File: src/rtl/knockout_pkg.sv
// rtl/knockout_pkg.sv - shared types and helpers for the knockout bracket engine
package knockout_pkg;

  // Tournament engine states
  typedef enum logic [1:0] {
    ST_IDLE = 2'd0,
    ST_PLAY = 2'd1,
    ST_DONE = 2'd2
  } state_t;

  // Number of matches played in a given round of a num_teams bracket
  function automatic int matches_in_round(input int round, input int num_teams);
    return num_teams >> (round + 1);
  endfunction

endpackage

File: src/rtl/knockout_match_sel.sv
// rtl/knockout_match_sel.sv - 2:1 winner select for a single match
module knockout_match_sel #(
  parameter int ID_W = 3
) (
  input  logic [ID_W-1:0] i_team_a,
  input  logic [ID_W-1:0] i_team_b,
  input  logic            i_result_sel,
  output logic [ID_W-1:0] o_winner
);

  // result_sel=1 means the odd-slot team advanced
  assign o_winner = i_result_sel ? i_team_b : i_team_a;

endmodule

File: src/rtl/knockout_bracket.sv
// rtl/knockout_bracket.sv - sequential single-elimination tournament engine
module knockout_bracket
  import knockout_pkg::*;
#(
  parameter int NUM_TEAMS = 8,
  parameter int ID_W      = $clog2(NUM_TEAMS)
) (
  input  logic                      clk,
  input  logic                      rst_n,
  input  logic                      start,
  input  logic                      abort,
  input  logic [NUM_TEAMS*ID_W-1:0] seeds,
  output logic                      match_valid,
  output logic [ID_W-1:0]           team_a,
  output logic [ID_W-1:0]           team_b,
  output logic [ID_W-1:0]           round_o,
  output logic [ID_W-1:0]           match_o,
  input  logic                      result_valid,
  input  logic                      result_sel,
  output logic                      busy,
  output logic                      champion_valid,
  output logic [ID_W-1:0]           champion
);

  localparam int ROUNDS = $clog2(NUM_TEAMS);

  state_t          r_state;
  logic [ID_W-1:0] r_slot [NUM_TEAMS];
  logic [ID_W-1:0] r_round;
  logic [ID_W-1:0] r_match;
  logic [ID_W-1:0] r_champion;
  logic            r_match_valid;
  logic            r_busy;
  logic            r_champ_valid;

  logic [ID_W-1:0] w_idx_a;
  logic [ID_W-1:0] w_idx_b;
  logic [ID_W-1:0] w_team_a;
  logic [ID_W-1:0] w_team_b;
  logic [ID_W-1:0] w_winner;
  logic            w_accept;
  logic            w_start_ok;
  logic            w_last_match;
  logic            w_last_round;

  // Current pairing lives in the even/odd slot pair indexed by the match counter
  assign w_idx_a  = ID_W'(2 * r_match);
  assign w_idx_b  = ID_W'(2 * r_match + 1);
  assign w_team_a = r_slot[w_idx_a];
  assign w_team_b = r_slot[w_idx_b];

  assign w_accept     = r_match_valid & result_valid;
  assign w_start_ok   = start & ~abort & (r_state != ST_PLAY);
  assign w_last_match = (r_match == ID_W'(matches_in_round(int'(r_round), NUM_TEAMS) - 1));
  assign w_last_round = (r_round == ID_W'(ROUNDS - 1));

  knockout_match_sel #(
    .ID_W (ID_W)
  ) u_match_sel (
    .i_team_a     (w_team_a),
    .i_team_b     (w_team_b),
    .i_result_sel (result_sel),
    .o_winner     (w_winner)
  );

  // Slot array: seed load on start, in-place compaction of winners on each accept
  always_ff @(posedge clk or negedge rst_n) begin
    if (!rst_n) begin
      for (int i = 0; i < NUM_TEAMS; i++) r_slot[i] <= '0;
    end else if (abort) begin
      for (int i = 0; i < NUM_TEAMS; i++) r_slot[i] <= '0;
    end else if (w_start_ok) begin
      for (int i = 0; i < NUM_TEAMS; i++) r_slot[i] <= seeds[i*ID_W +: ID_W];
    end else if (w_accept) begin
      // match <= 2*match, so this write never clobbers a pairing still to be played
      r_slot[r_match] <= w_winner;
    end
  end

  // Tournament FSM with registered status outputs and round/match counters
  always_ff @(posedge clk or negedge rst_n) begin
    if (!rst_n) begin
      r_state       <= ST_IDLE;
      r_round       <= '0;
      r_match       <= '0;
      r_champion    <= '0;
      r_match_valid <= 1'b0;
      r_busy        <= 1'b0;
      r_champ_valid <= 1'b0;
    end else if (abort) begin
      r_state       <= ST_IDLE;
      r_round       <= '0;
      r_match       <= '0;
      r_champion    <= '0;
      r_match_valid <= 1'b0;
      r_busy        <= 1'b0;
      r_champ_valid <= 1'b0;
    end else begin
      case (r_state)
        ST_IDLE, ST_DONE: begin
          if (start) begin
            r_state       <= ST_PLAY;
            r_round       <= '0;
            r_match       <= '0;
            r_champion    <= '0;
            r_match_valid <= 1'b1;
            r_busy        <= 1'b1;
            r_champ_valid <= 1'b0;
          end
        end
        ST_PLAY: begin
          if (w_accept) begin
            if (!w_last_match) begin
              r_match <= r_match + 1'b1;
            end else if (!w_last_round) begin
              r_round <= r_round + 1'b1;
              r_match <= '0;
            end else begin
              r_champion    <= w_winner;
              r_champ_valid <= 1'b1;
              r_match_valid <= 1'b0;
              r_busy        <= 1'b0;
              r_state       <= ST_DONE;
            end
          end
        end
        default: begin
          r_state       <= ST_IDLE;
          r_match_valid <= 1'b0;
          r_busy        <= 1'b0;
        end
      endcase
    end
  end

  // Pairing is only meaningful while a match is presented; keep it quiet otherwise
  assign team_a         = r_match_valid ? w_team_a : '0;
  assign team_b         = r_match_valid ? w_team_b : '0;
  assign match_valid    = r_match_valid;
  assign round_o        = r_round;
  assign match_o        = r_match;
  assign busy           = r_busy;
  assign champion_valid = r_champ_valid;
  assign champion       = r_champion;

endmodule
File: config.mk
export PLATFORM = sky130hd
export DESIGN_NAME = knockout_bracket
export DESIGN_NICKNAME = d
export VERILOG_FILES = /design/src/rtl/knockout_pkg.sv /design/src/rtl/knockout_match_sel.sv /design/src/rtl/knockout_bracket.sv
export SDC_FILE = /design/constraint.sdc
export NUM_CORES = 1
export LEC_CHECK = 0
export ABC_AREA = 1
export BUFFER_PORTS_ARGS = -buffer_cell sky130_fd_sc_hd__buf_2
export CAP_MARGIN = 0
export CORE_UTILIZATION = 30
export CTS_BUF_LIST = sky130_fd_sc_hd__clkbuf_4 sky130_fd_sc_hd__clkbuf_8
export CTS_CLUSTER_SIZE = 40
export DETAILED_ROUTE_END_ITERATION = 8
export GPL_TIMING_DRIVEN = 0
export HOLD_SLACK_MARGIN = 0.06
export PLACE_DENSITY = 0.5
export SLEW_MARGIN = 20
export SYNTH_ARGS = -nofsm -noshare
export SYNTH_HDL_FRONTEND = slang
export SYNTH_SLANG_ARGS = --single-unit
File: constraint.sdc
create_clock -name clk -period 2.4 [get_ports clk]
set_input_delay 0.48 -clock clk [delete_from_list [all_inputs] [get_ports clk]]
set_output_delay 0.48 -clock clk [all_outputs]
set_load 0.05 [all_outputs]
==> results of run 1 <==
==> cell type report <==
class / instances / area [sq um] / share of cell area
sequential: 37 / 925.9 / 0.2998
timing repair buffer: 47 / 235.2 / 0.07618
clock buffer: 8 / 91.34 / 0.02958
tap: 105 / 131.4 / 0.04254
multi-input combinational: 276 / 1435 / 0.4648
buffer: 11 / 92.59 / 0.02998
inverter: 44 / 176.4 / 0.05713
==> sequential cells by signal, summed over array words and instances (netlist names) <==
name            cells
round_o             3
r_state             2
r_slot             24
match_o             3
champion            3
busy                1
champion_valid      1
==> final timing paths <==
check                           slack, ns                  startpoint  cells past startpoint                         end
min in group clk                     0.48  champion_valid$_DFFE_PN0P_                      2  champion_valid$_DFFE_PN0P_
worst min-delay path                 0.30                       rst_n                      1       r_slot[0]$_DFFE_PN0P_
worst max-delay path                 0.19      match_o[0]$_DFFE_PN0P_                      8                   team_a[1]
max in group asynchronous            1.55                       rst_n                      1      r_slot[15]$_DFFE_PN0P_
worst min register to register       0.48  champion_valid$_DFFE_PN0P_                      2  champion_valid$_DFFE_PN0P_
worst max register to register       0.67      round_o[0]$_DFFE_PN0P_                     12     champion[1]$_DFFE_PN0P_
==> through the flow <==
step                cell area, sq um  utilization  setup WS (ns)  power (mW)  std cells
finish                          3088       0.3702         0.1914       2.504        528
global route                    3088       0.3702        0.06292       2.687        528
CTS                             3088       0.3702         0.1911       2.536        528
detailed placement              2997       0.3593         0.5188       2.066        520
global placement                2997       0.3593         0.4742       2.060        520
floorplan                       2630            -        0.08462       1.756        368
==> cells by family (layout without fill, tap and decap cells) <==
group,Yosys count,after routing
buffers and inverters,55,110
AO/OA/AOI/OAI,36,36
XOR/XNOR,2,2
adder cells (fa/ha/maj),5,5
flip-flops,37,37
AND/OR/NAND/NOR,233,233
==> worst register-to-register path, cell delays in order, from the launching register on <==
cell and delay [ns]:
dfrtp_1 0.45, inv_1 0.09, ha_1 0.23, nand2_4 0.10
inv_2 0.06, nor2_1 0.09, nand2_1 0.07, nand2_2 0.07
nand2_4 0.08, nand2_4 0.13, nand3_2 0.12, nand2_1 0.09
nand2_1 0.05
==> layer usage <==
metal,track usage,vias to the layer above,routed length [um]
met2,0.2810,57,3170
li1,-,1286,-
met3,0.02951,8,435
met4,0.05100,0,80
met1,0.2278,1129,3357
met5,0,-,0
==> cell usage in the layout (no fill, tap or decap), types with 2 or more instances in the layout <==
master,netlist,routed
nand3_2,4,4
clkbuf_4,0,3
clkbuf_8,0,5
inv_1,34,34
a21oi_2,8,8
o22ai_1,24,24
nand2_4,5,5
nor3_2,6,6
ha_1,5,5
nand2_1,153,153
buf_4,3,3
nor3_4,2,2
nand2_2,7,7
buf_6,3,3
buf_2,1,48
dfrtp_1,37,37
inv_2,6,6
nand3_1,23,23
clkbuf_1,3,3
inv_4,2,2
nor2_1,24,24
nand4_1,6,6
==> synthesized netlist by cell type (all sizes together) (3+ instances only) <==
cell,instances
a21oi,8
buf,8
clkbuf,3
dfrtp,37
ha,5
inv,43
nand2,165
nand3,28
nand4,6
nor2,26
nor3,8
o21ai,3
o22ai,24
==> power by group <==
| part | switching [mW] | internal [mW] | total (mW) |
|---|---|---|---|
| Clock | 0.225 | 0.240 | 0.466 |
| Combinational | 0.888 | 0.376 | 1.26 |
| Sequential | 0.0701 | 0.704 | 0.774 |
==> run_results.csv, run 1 <==
group,metric,value,unit
global_route,antenna_found_initial,0,
die,io_pins,48,
synthesis,yosys.cell_types.count,32,
global_route,grt_pass1_wl,11630,um
synthesis,synth_seq_cells,37,
worst_setup_path,critPathMaxFanout,10,
synthesis,synth_top_family_by_area,"simple AND/OR/NAND/NOR gates",
job,drv_cap,0,
synthesis,synthSimpleGateAreaFrac,0.4158,
clocking,cts_setup_buffers,0,
worst_setup_path,crit_path_end_kind,"output pin",
synthesis,synth_area,0.002630,sq mm
layout,final_nets,457,
clocking,clkTransAtPathRegs,0.07,ns
clocking,cts-root-buf,"clkbuf_8",
synthesis,yosysWarningCount,0,
placed_design,io_buffers,47,
worst_setup_path,path_class,"flip-flop to output pin",
detailed_routing,drtIter0Drc,94,
detailed_routing,drc,0,
sta,fin_tns_setup,0,ns
sta,fmax,452.8,MHz
clocking,cts_hold_buf,0,
power_and_ir_drop,power_density,810.8,mW/mm^2
global_route,grt_max_degree,38,
die,fp.dieH,95.63,um
die,rows,33,
worst_setup_path,cp_top_family,"buffers and inverters",
status,status,"finished clean",
sta,hold_violations,0,
sta,rsz0062_at_grt,"no",
detailed_routing,num_vias,2480,
global_route,overflow,0,
clocking,clock_latency,0.29,ns
power_and_ir_drop,ir_drop,0.2033,mV
synthesis,synth_top_area_share,0.3520,
global_route,first_global_vias,2355,
detailed_routing,via_per_inst,4.697,
worst_setup_path,start_kind,"flip-flop",
synthesis,ys_async_sr_fraction,1.000,
synthesis,synth_edf_count,0,
synthesis,ys_seq_area_frac,0.3520,
layout,fill_cells,945,
clocking,cts_buffer_depth,2,
sta,fin_crit,2.209,ns
worst_setup_path,crit_slowest_cell,"dfrtp_1",
clocking,htree_levels,2,
detailed_routing,first_pass_iters,4,
detailed_routing,routed_wl,7044,um
sta,post-route-period-util,0.9203,
clocking,cts_sinks,37,
layout,post_route_cells_drive_above_1_share,0.2624,
detailed_routing,ant_nets,0,
synthesis,synth_top_cell_by_area,"dfrtp_1",
sta,slew_viol_final,0,
worst_setup_path,path_buf_inv,4,
synthesis,synthXorXnorAreaFrac,0.006660,
worst_setup_path,worstPathRequired,1.92,ns
worst_setup_path,worstPathCellList,"buf_6 -> inv_6 -> buf_12 -> nand2_1 -> nand3_1 -> nand2_1 -> nor2_1 -> buf_2",
sta,slew_headroom,0.4169,
worst_setup_path,cp_slowest_stage_delay,0.41,ns
global_route,grtUsageTotal,0.1706,
layout,antennaDiodeCount,0,
synthesis,postSynthAreaPerCell,7.147,sq um
sta,hold_ws,0.2987,ns
hold_path,hold_path_class,"input pin to async pin",
synthesis,synth-compound-area-share,0.09943,
clocking,cts_tree,"done",
worst_setup_path,crit_top_cell,"nand2_1",
synthesis,muxShareOfSynthArea,0,
die,chipWidth,95.63,um
placed_design,place.gp.congestion,0.7947,
synthesis,syn-num-nets,403,
synthesis,ys_top_cells_by_area,"dfrtp_1, nand2_1, o22ai_1",
layout,syn2layout_area_growth,17.41,%
sta,setup_viol,0,
power_and_ir_drop,p_leak,1.716,nW
die,start_util,0.3153,
synthesis,netlist_instances,368,
synthesis,synth_flop_cell,"dfrtp_1",
sta,skew,0.005897,ns
detailed_routing,wl_per_cell,13.34,um
worst_setup_path,arrival,1.73,ns
sta,tightest_slew,0.8747,ns
placed_design,dp_hpwl,5306,um
synthesis,synth-adder-area-share,0.02379,
clocking,cts_resized,0,
clocking,cts_buffers,5,
die,dieArea,0.009145,sq mm
die,core,0.008341,sq mm
(Power assumes the default switching activity.)
==> run 2, diff against run 1 <==
--- a/config.mk
+++ b/config.mk
@@ -15,7 +15,9 @@
 export GPL_TIMING_DRIVEN = 0
 export HOLD_SLACK_MARGIN = 0.06
 export PLACE_DENSITY = 0.5
+export REMOVE_ABC_BUFFERS = 1
 export SLEW_MARGIN = 20
 export SYNTH_ARGS = -nofsm -noshare
 export SYNTH_HDL_FRONTEND = slang
+export SYNTH_HIERARCHICAL = 1
 export SYNTH_SLANG_ARGS = --single-unit
==> constraint.sdc (replaced) <==
create_clock -name clk -period 2.4 [get_ports clk]
set_input_delay 0.48 -clock clk [delete_from_list [all_inputs] [get_ports clk]]
set_output_delay 0.48 -clock clk [all_outputs]
set_load 0.01 [all_outputs]
==> run 2 against run 1 <==
Net effect: synthesized area down 3.4%; die area shrank 3.3%; clock-buffer cell count fell by 2; critical path depth fell by 1; combinational power up 6%; design area down 2.6%; worst hold slack gained 0.0032 ns; register-to-register slack worse by 0.26 ns; highest routed layer unchanged; clock skew grew 0.0012 ns; worst setup slack lost 0.049 ns; non-clock buffer count is 6 lower; largest power group unchanged; maximum frequency down 2.2%.
==> run_results.csv, run 2 <==
group,metric,value,unit
layout,post_route_cells_drive_above_1_share,0.2723,
placed_design,dp_hpwl,4884,um
synthesis,synthSimpleGateAreaFrac,0.3535,
detailed_routing,ant_nets,0,
synthesis,muxShareOfSynthArea,0,
sta,fin_ws,0.1422,ns
clocking,clock_latency,0.29,ns
power_and_ir_drop,ir_drop,0.4398,mV
sta,slew_viol_final,0,
status,status,"finished clean",
synthesis,yosysMostFrequentCell,"nand2_1",
sta,fin_tns_setup,0,ns
global_route,grt_pass1_wl,11630,um
worst_setup_path,worstPathRequired,1.92,ns
layout,fin_util,0.3662,
die,start_util,0.3093,
clocking,cts-root-buf,"clkbuf_8",
worst_setup_path,r2r_setup_slack,0.41,ns
job,drv_cap,0,
layout,largest_reg_flops,24,
sta,fin_crit,2.258,ns
global_route,grtUsageTotal,0.1740,
synthesis,synth_flop_cell,"dfrtp_1",
placed_design,io_buffers,47,
global_route,first_global_vias,2274,
synthesis,ys_async_sr_fraction,1.000,
die,io_pins,48,
worst_setup_path,crit_slowest_cell,"dfrtp_4",
detailed_routing,drc,0,
sta,tightest_slew,0.8873,ns
clocking,cts_tree,"done",
worst_setup_path,cp_slowest_stage_delay,0.58,ns
worst_setup_path,worstPathCellList,"clkinvlp_4 -> buf_4 -> nor2_1 -> nor2_1 -> o21ai_0 -> a21oi_1 -> buf_2",
layout,syn2layout_area_growth,18.41,%
sta,slew_headroom,0.4085,
die,core,0.008217,sq mm
worst_setup_path,crit_top_cell,"nor2_1",
power_and_ir_drop,power_density,935.0,mW/mm^2
worst_setup_path,crit_path_end_kind,"output pin",
synthesis,synth_edf_count,0,
detailed_routing,num_vias,2405,
die,fp.dieH,94.04,um
synthesis,ys_top_cells_by_area,"dfrtp_1, nand2_1, nor2_1",
detailed_routing,wl_per_cell,14.74,um
worst_setup_path,arrival,1.78,ns
clocking,cts_hold_buf,0,
synthesis,synth_top_family_by_area,"simple AND/OR/NAND/NOR gates",
layout,final_area,0.003009,sq mm
layout,largest_register,"r_slot",
layout,final_cell_mix,"nand2_1, nor2_1, buf_2, dfrtp_1, nand4_1",
synthesis,synthTopCellsByCount,"nand2_1, nor2_1, dfrtp_1",
detailed_routing,drtIter0Drc,88,
synthesis,yosysWarningCount,6,
synthesis,ys_seq_area_frac,0.3644,
sta,post-route-period-util,0.9408,
synthesis,synth_area,0.002541,sq mm
clocking,cts_buffer_depth,2,
clocking,cts_sinks,37,
clocking,htree_levels,2,
detailed_routing,routed_wl,7180,um
synthesis,synthXorXnorAreaFrac,0.006893,
synthesis,synth_seq_cells,37,
die,dieArea,0.008843,sq mm
sta,fmax,442.9,MHz
power_and_ir_drop,p_leak,1.405,nW
placed_design,place_area,0.002829,sq mm
placed_design,pre_cts_slack,-0.02865,ns
layout,mostFrequentLayoutCell,"nand2_1",
worst_setup_path,start_kind,"flip-flop",
worst_setup_path,critPathMaxFanout,16,
worst_setup_path,path_class,"flip-flop to output pin",
layout,antennaDiodeCount,0,
global_route,overflow,0,
placed_design,place.gp.congestion,0.7631,
die,rows,33,
synthesis,synth_top_cell_by_area,"dfrtp_1",
die,chipWidth,94.04,um
sta,hold_violations,0,
hold_path,hold_path_class,"input pin to async pin",
detailed_routing,first_pass_iters,4,
global_route,antenna_found_initial,0,
synthesis,synth-adder-area-share,0.02462,
synthesis,netlist_instances,338,
global_route,grt_max_degree,38,
synthesis,synth-compound-area-share,0.1763,
clocking,clkTransAtPathRegs,0.08,ns
synthesis,synth_top_area_share,0.3644,
detailed_routing,via_per_inst,4.938,
synthesis,yosys.cell_types.count,24,
synthesis,postSynthAreaPerCell,7.518,sq um
clocking,cts_buffers,5,
sta,setup_viol,0,
layout,final_nets,416,
sta,skew,0.007104,ns
==> run 2: path summary, 6_finish.rpt <==
path | start | end | cells after the start
max | match_o[0]$_DFFE_PN0P_ | team_b[2] | 7
min | rst_n | r_slot[9]$_DFFE_PN0P_ | 1
max reg2reg | match_o[0]$_DFFE_PN0P_ | r_slot[16]$_DFFE_PN0P_ | 10
min reg2reg | champion_valid$_DFFE_PN0P_ | champion_valid$_DFFE_PN0P_ | 2
max in group asynchronous | rst_n | match_o[0]$_DFFE_PN0P_ | 1
min in group clk | seeds[21] | r_slot[0]$_DFFE_PN0P_ | 3
==> run 2: layout make-up <==
cell class / instances / area (sq um)
fillers: 931 / 5207
multi-input cells: 256 / 1426
flip-flops and latches: 37 / 933.4
repair buffers: 52 / 272.8
well taps: 105 / 131.4
inverters: 28 / 117.6
clock buffers: 6 / 82.58
clock inverters: 2 / 37.54
repair inverters: 1 / 7.507
==> run 2: what timing repair did <==
item                       in CTS  in global routing
buffers inserted                1                  4
setup endpoints to repair      22                  6
cloned                          1                  0
gates resized for setup         4                  4
==> run 2: power breakdown <==
group          total (mW)  leakage (nW)  switching (mW)  internal, mW
combinational        1.33         0.870           0.911         0.415
clock               0.579        0.0574           0.241         0.338
sequential          0.909         0.478           0.142         0.767
==> run 2: logic make-up after synthesis <==
group                    count (synthesis)
AO/OA/AOI/OAI                           61
XOR/XNOR                                 2
adder cells (fa/ha/maj)                  5
flip-flops                              37
buffers and inverters                   45
AND/OR/NAND/NOR                        188
==> run 2: worst max-delay path, delay by kind of cell (launching register included) <==
| family | cells | cell delay, ns |
|---|---|---|
| compound gates | 2 | 0.32 |
| buf+inv | 3 | 0.44 |
| flops | 1 | 0.58 |
| simple gates | 2 | 0.13 |
==> run 2: per-layer routing <==
| layer | track usage | up-vias | wire length, um |
|---|---|---|---|
| li1 | - | 1230 | - |
| met1 | 0.2386 | 1117 | 3370 |
| met2 | 0.2822 | 52 | 3367 |
| met3 | 0.03074 | 6 | 362 |
| met4 | 0.04359 | 0 | 78 |
| met5 | 0 | - | 0 |
==> run 2: through the flow <==
stage | std cells | total power, mW | hold WS, ns
4_1_cts | 483 | 2.808 | 0.3347
6_report | 487 | 2.813 | 0.3019
3_3_place_gp | 473 | 2.175 | 0.4568
3_5_place_dp | 473 | 2.189 | 0.4577
5_1_grt | 487 | 3.041 | 0.3589
2_1_floorplan | 321 | 1.777 | 0.1844
==> run 3, diff against run 2 <==
--- a/config.mk
+++ b/config.mk
@@ -5,7 +5,6 @@
 export SDC_FILE = /design/constraint.sdc
 export NUM_CORES = 1
 export LEC_CHECK = 0
-export ABC_AREA = 1
 export BUFFER_PORTS_ARGS = -buffer_cell sky130_fd_sc_hd__buf_2
 export CAP_MARGIN = 0
 export CORE_UTILIZATION = 30
@@ -14,7 +13,7 @@
 export DETAILED_ROUTE_END_ITERATION = 8
 export GPL_TIMING_DRIVEN = 0
 export HOLD_SLACK_MARGIN = 0.06
-export PLACE_DENSITY = 0.5
+export PLACE_DENSITY = 0.51
 export REMOVE_ABC_BUFFERS = 1
 export SLEW_MARGIN = 20
 export SYNTH_ARGS = -nofsm -noshare
==> run 3 against run 2 <==
Net effect: synthesized cell count fell by 31%; clock-buffer cell count did not move; combinational power fell by 85%; highest routed layer unchanged.
==> run_results.csv, run 3 <==
group,metric,value,unit
clocking,cts_buffer_depth,2,
layout,largest_register,"r_slot",
global_route,first_global_vias,1835,
clocking,cts_tree,"done",
global_route,grt_util_met1,0.2306,
detailed_routing,drtIter0Drc,92,
global_route,grtUsageMet2,0.2495,
synthesis,ys_seq_area_frac,0.4200,
sta,slew_headroom,0.4281,
placed_design,dp_hpwl,4335,um
status,status,"finished clean",
sta,fin_crit,2.274,ns
synthesis,synth_area,0.002205,sq mm
sta,post-route-period-util,0.9475,
power_and_ir_drop,p_leak,1.150,nW
synthesis,synthTopCellsByCount,"dfrtp_1, nand2_1, a22oi_1, o21ai_0, nor2_1",
clocking,cts_sinks,37,
synthesis,synth_top_area_share,0.4200,
detailed_routing,ant_nets,0,
power_and_ir_drop,ir_drop,0.2159,mV
worst_setup_path,start_kind,"flip-flop",
sta,skew,0.01388,ns
global_route,grt_pass1_wl,9446,um
layout,antennaDiodeCount,0,
worst_setup_path,critPathMaxFanout,17,
hold_path,hold_path_class,"input pin to async pin",
global_route,grt_max_degree,38,
die,fp.dieH,87.73,um
global_route,antenna_found_initial,0,
detailed_routing,routed_wl,5838,um
power_and_ir_drop,power_density,553.0,mW/mm^2
die,dieArea,0.007696,sq mm
synthesis,synth_seq_cells,37,
layout,final_cell_mix,"buf_2, dfrtp_1, nand2_1, a22oi_1, o21ai_0",
detailed_routing,num_vias,1902,
layout,syn2layout_area_growth,19.52,%
clocking,clock_latency,0.30,ns
global_route,use_met3,0.03205,
layout,largest_reg_flops,24,
detailed_routing,drc,0,
sta,setup_viol,0,
worst_setup_path,arrival,1.79,ns
worst_setup_path,worstPathCellList,"mux4_2 -> and2_1 -> buf_2",
synthesis,ys_top_cells_by_area,"dfrtp_1, a22oi_1, mux4_2",
detailed_routing,wl_per_cell,15.69,um
synthesis,yosysWarningCount,6,
synthesis,synth_edf_count,0,
die,chipWidth,87.73,um
layout,post_route_cells_drive_above_1_share,0.2645,
sta,hold_ws,0.2806,ns
global_route,grt_busiest_layer,"met2",
die,rows,30,
worst_setup_path,path_buf_inv,1,
synthesis,netlist_instances,233,
clocking,cts_hold_buf,0,
detailed_routing,first_pass_iters,4,
clocking,cts-root-buf,"clkbuf_8",
die,io_pins,48,
worst_setup_path,worstPathRequired,1.92,ns
synthesis,postSynthAreaPerCell,9.462,sq um
synthesis,ys_async_sr_fraction,1.000,
sta,hold_violations,0,
synthesis,yosys.cell_types.count,42,
worst_setup_path,cp_top_family,"flip-flops",
job,drv_cap,0,
clocking,cts_buffers,5,
clocking,htree_levels,2,
sta,fmax,439.7,MHz
die,start_util,0.3175,
worst_setup_path,r2r_setup_slack,0.28,ns
layout,mostFrequentLayoutCell,"buf_2",
synthesis,synth_flop_cell,"dfrtp_1",
synthesis,synth_top_cell_by_area,"dfrtp_1",
worst_setup_path,path_class,"flip-flop to output pin",
global_route,grtUsageTotal,0.1612,
placed_design,place.gp.congestion,0.7227,
layout,fill_cells,732,
worst_setup_path,crit_slowest_cell,"dfrtp_1",
synthesis,yosysMostFrequentCell,"dfrtp_1",
sta,rsz0062_at_grt,"no",
sta,tightest_slew,0.8578,ns
clocking,cts_setup_buffers,0,
power_and_ir_drop,finalPower,1.457,mW
detailed_routing,via_per_inst,5.113,
sta,fin_tns_setup,0,ns
clocking,clkTransAtPathRegs,0.09,ns
clocking,cts_resized,1,
worst_setup_path,cp_slowest_stage_delay,0.76,ns
placed_design,io_buffers,47,
sta,slew_viol_final,0,
die,core,0.006944,sq mm
layout,final_nets,310,
worst_setup_path,crit_path_end_kind,"output pin",
global_route,overflow,0,
run 3: cell count changes after synthesis, sizes merged, moves of 5 or more:
cell,delta
and2,+7
nor2,-41
a31oi,-24
nor3,+9
a22oi,+25
nand2,-56
nand3,-17
inv,-24
mux4,+6
and3,+5
nand4,-27
run 3: cells by family (layout without fill, tap and decap cells):
logic type / Yosys count / in the layout / synth area share
AO/OA/AOI/OAI: 83 / 83 / 0.2531
AND/OR/NAND/NOR: 80 / 80 / 0.1776
flip-flops: 37 / 37 / 0.4200
buffers and inverters: 17 / 60 / 0.03632
multiplexers: 9 / 9 / 0.07662
adder cells (fa/ha/maj): 5 / 5 / 0.02838
XOR/XNOR: 2 / 2 / 0.007947
run 3: path summary, 6_finish.rpt:
kind,from,end,cells after the start
worst max-delay path,match_o[1]$_DFFE_PN0P_,team_b[2],3
worst min-delay path,rst_n,r_slot[14]$_DFFE_PN0P_,1
worst max register to register,round_o[0]$_DFFE_PN0P_,round_o[1]$_DFFE_PN0P_,7
worst min register to register,r_slot[1]$_DFFE_PN0P_,r_slot[1]$_DFFE_PN0P_,2
max in group asynchronous,rst_n,match_o[0]$_DFFE_PN0P_,1
min in group clk,seeds[17],r_slot[8]$_DFFE_PN0P_,3
run 3: cell type report:
type                       count  area, sq um  area share
timing repair buffer          48        246.5     0.09354
sequential                    37        929.6      0.3528
clock inverter                 2        37.54     0.01424
inverter                       4        17.52    0.006648
tap                           96        120.1     0.04558
multi-input combinational    179         1201      0.4558
clock buffer                   6        82.58     0.03134
run 3: routing by layer:
layer	part of all wire	wire length (um)
met5	0	0
met4	0.0091	53
met3	0.044	255
met2	0.43	2537
met1	0.51	2992
run 3: worst reg2reg max path, delay by kind of cell, from the launching register on:
family	cells	cell delay, ns
AO/OA/AOI/OAI	3	0.90
adder cells (fa/ha/maj)	1	0.26
buffers and inverters	1	0.13
flip-flops	1	0.42
AND/OR/NAND/NOR	2	0.30
run 3: metrics by stage:
step | setup WS, ns | util | std cells | instance area (sq um)
finish | 0.1259 | 0.3795 | 372 | 2635
global route | 0.03359 | 0.3795 | 372 | 2635
CTS | 0.05928 | 0.3791 | 372 | 2633
detailed placement | 0.08594 | 0.3616 | 364 | 2511
global placement | -0.1023 | 0.3596 | 363 | 2497
floorplan | 0.3741 | - | 220 | 2142
run 3: power breakdown:
group          total, mW  leakage (nW)  switching, mW  internal, mW
combinational      0.197         0.589          0.118        0.0790
clock              0.577        0.0574          0.239         0.338
sequential         0.682         0.503         0.0310         0.651
total               1.46          1.15          0.388          1.07
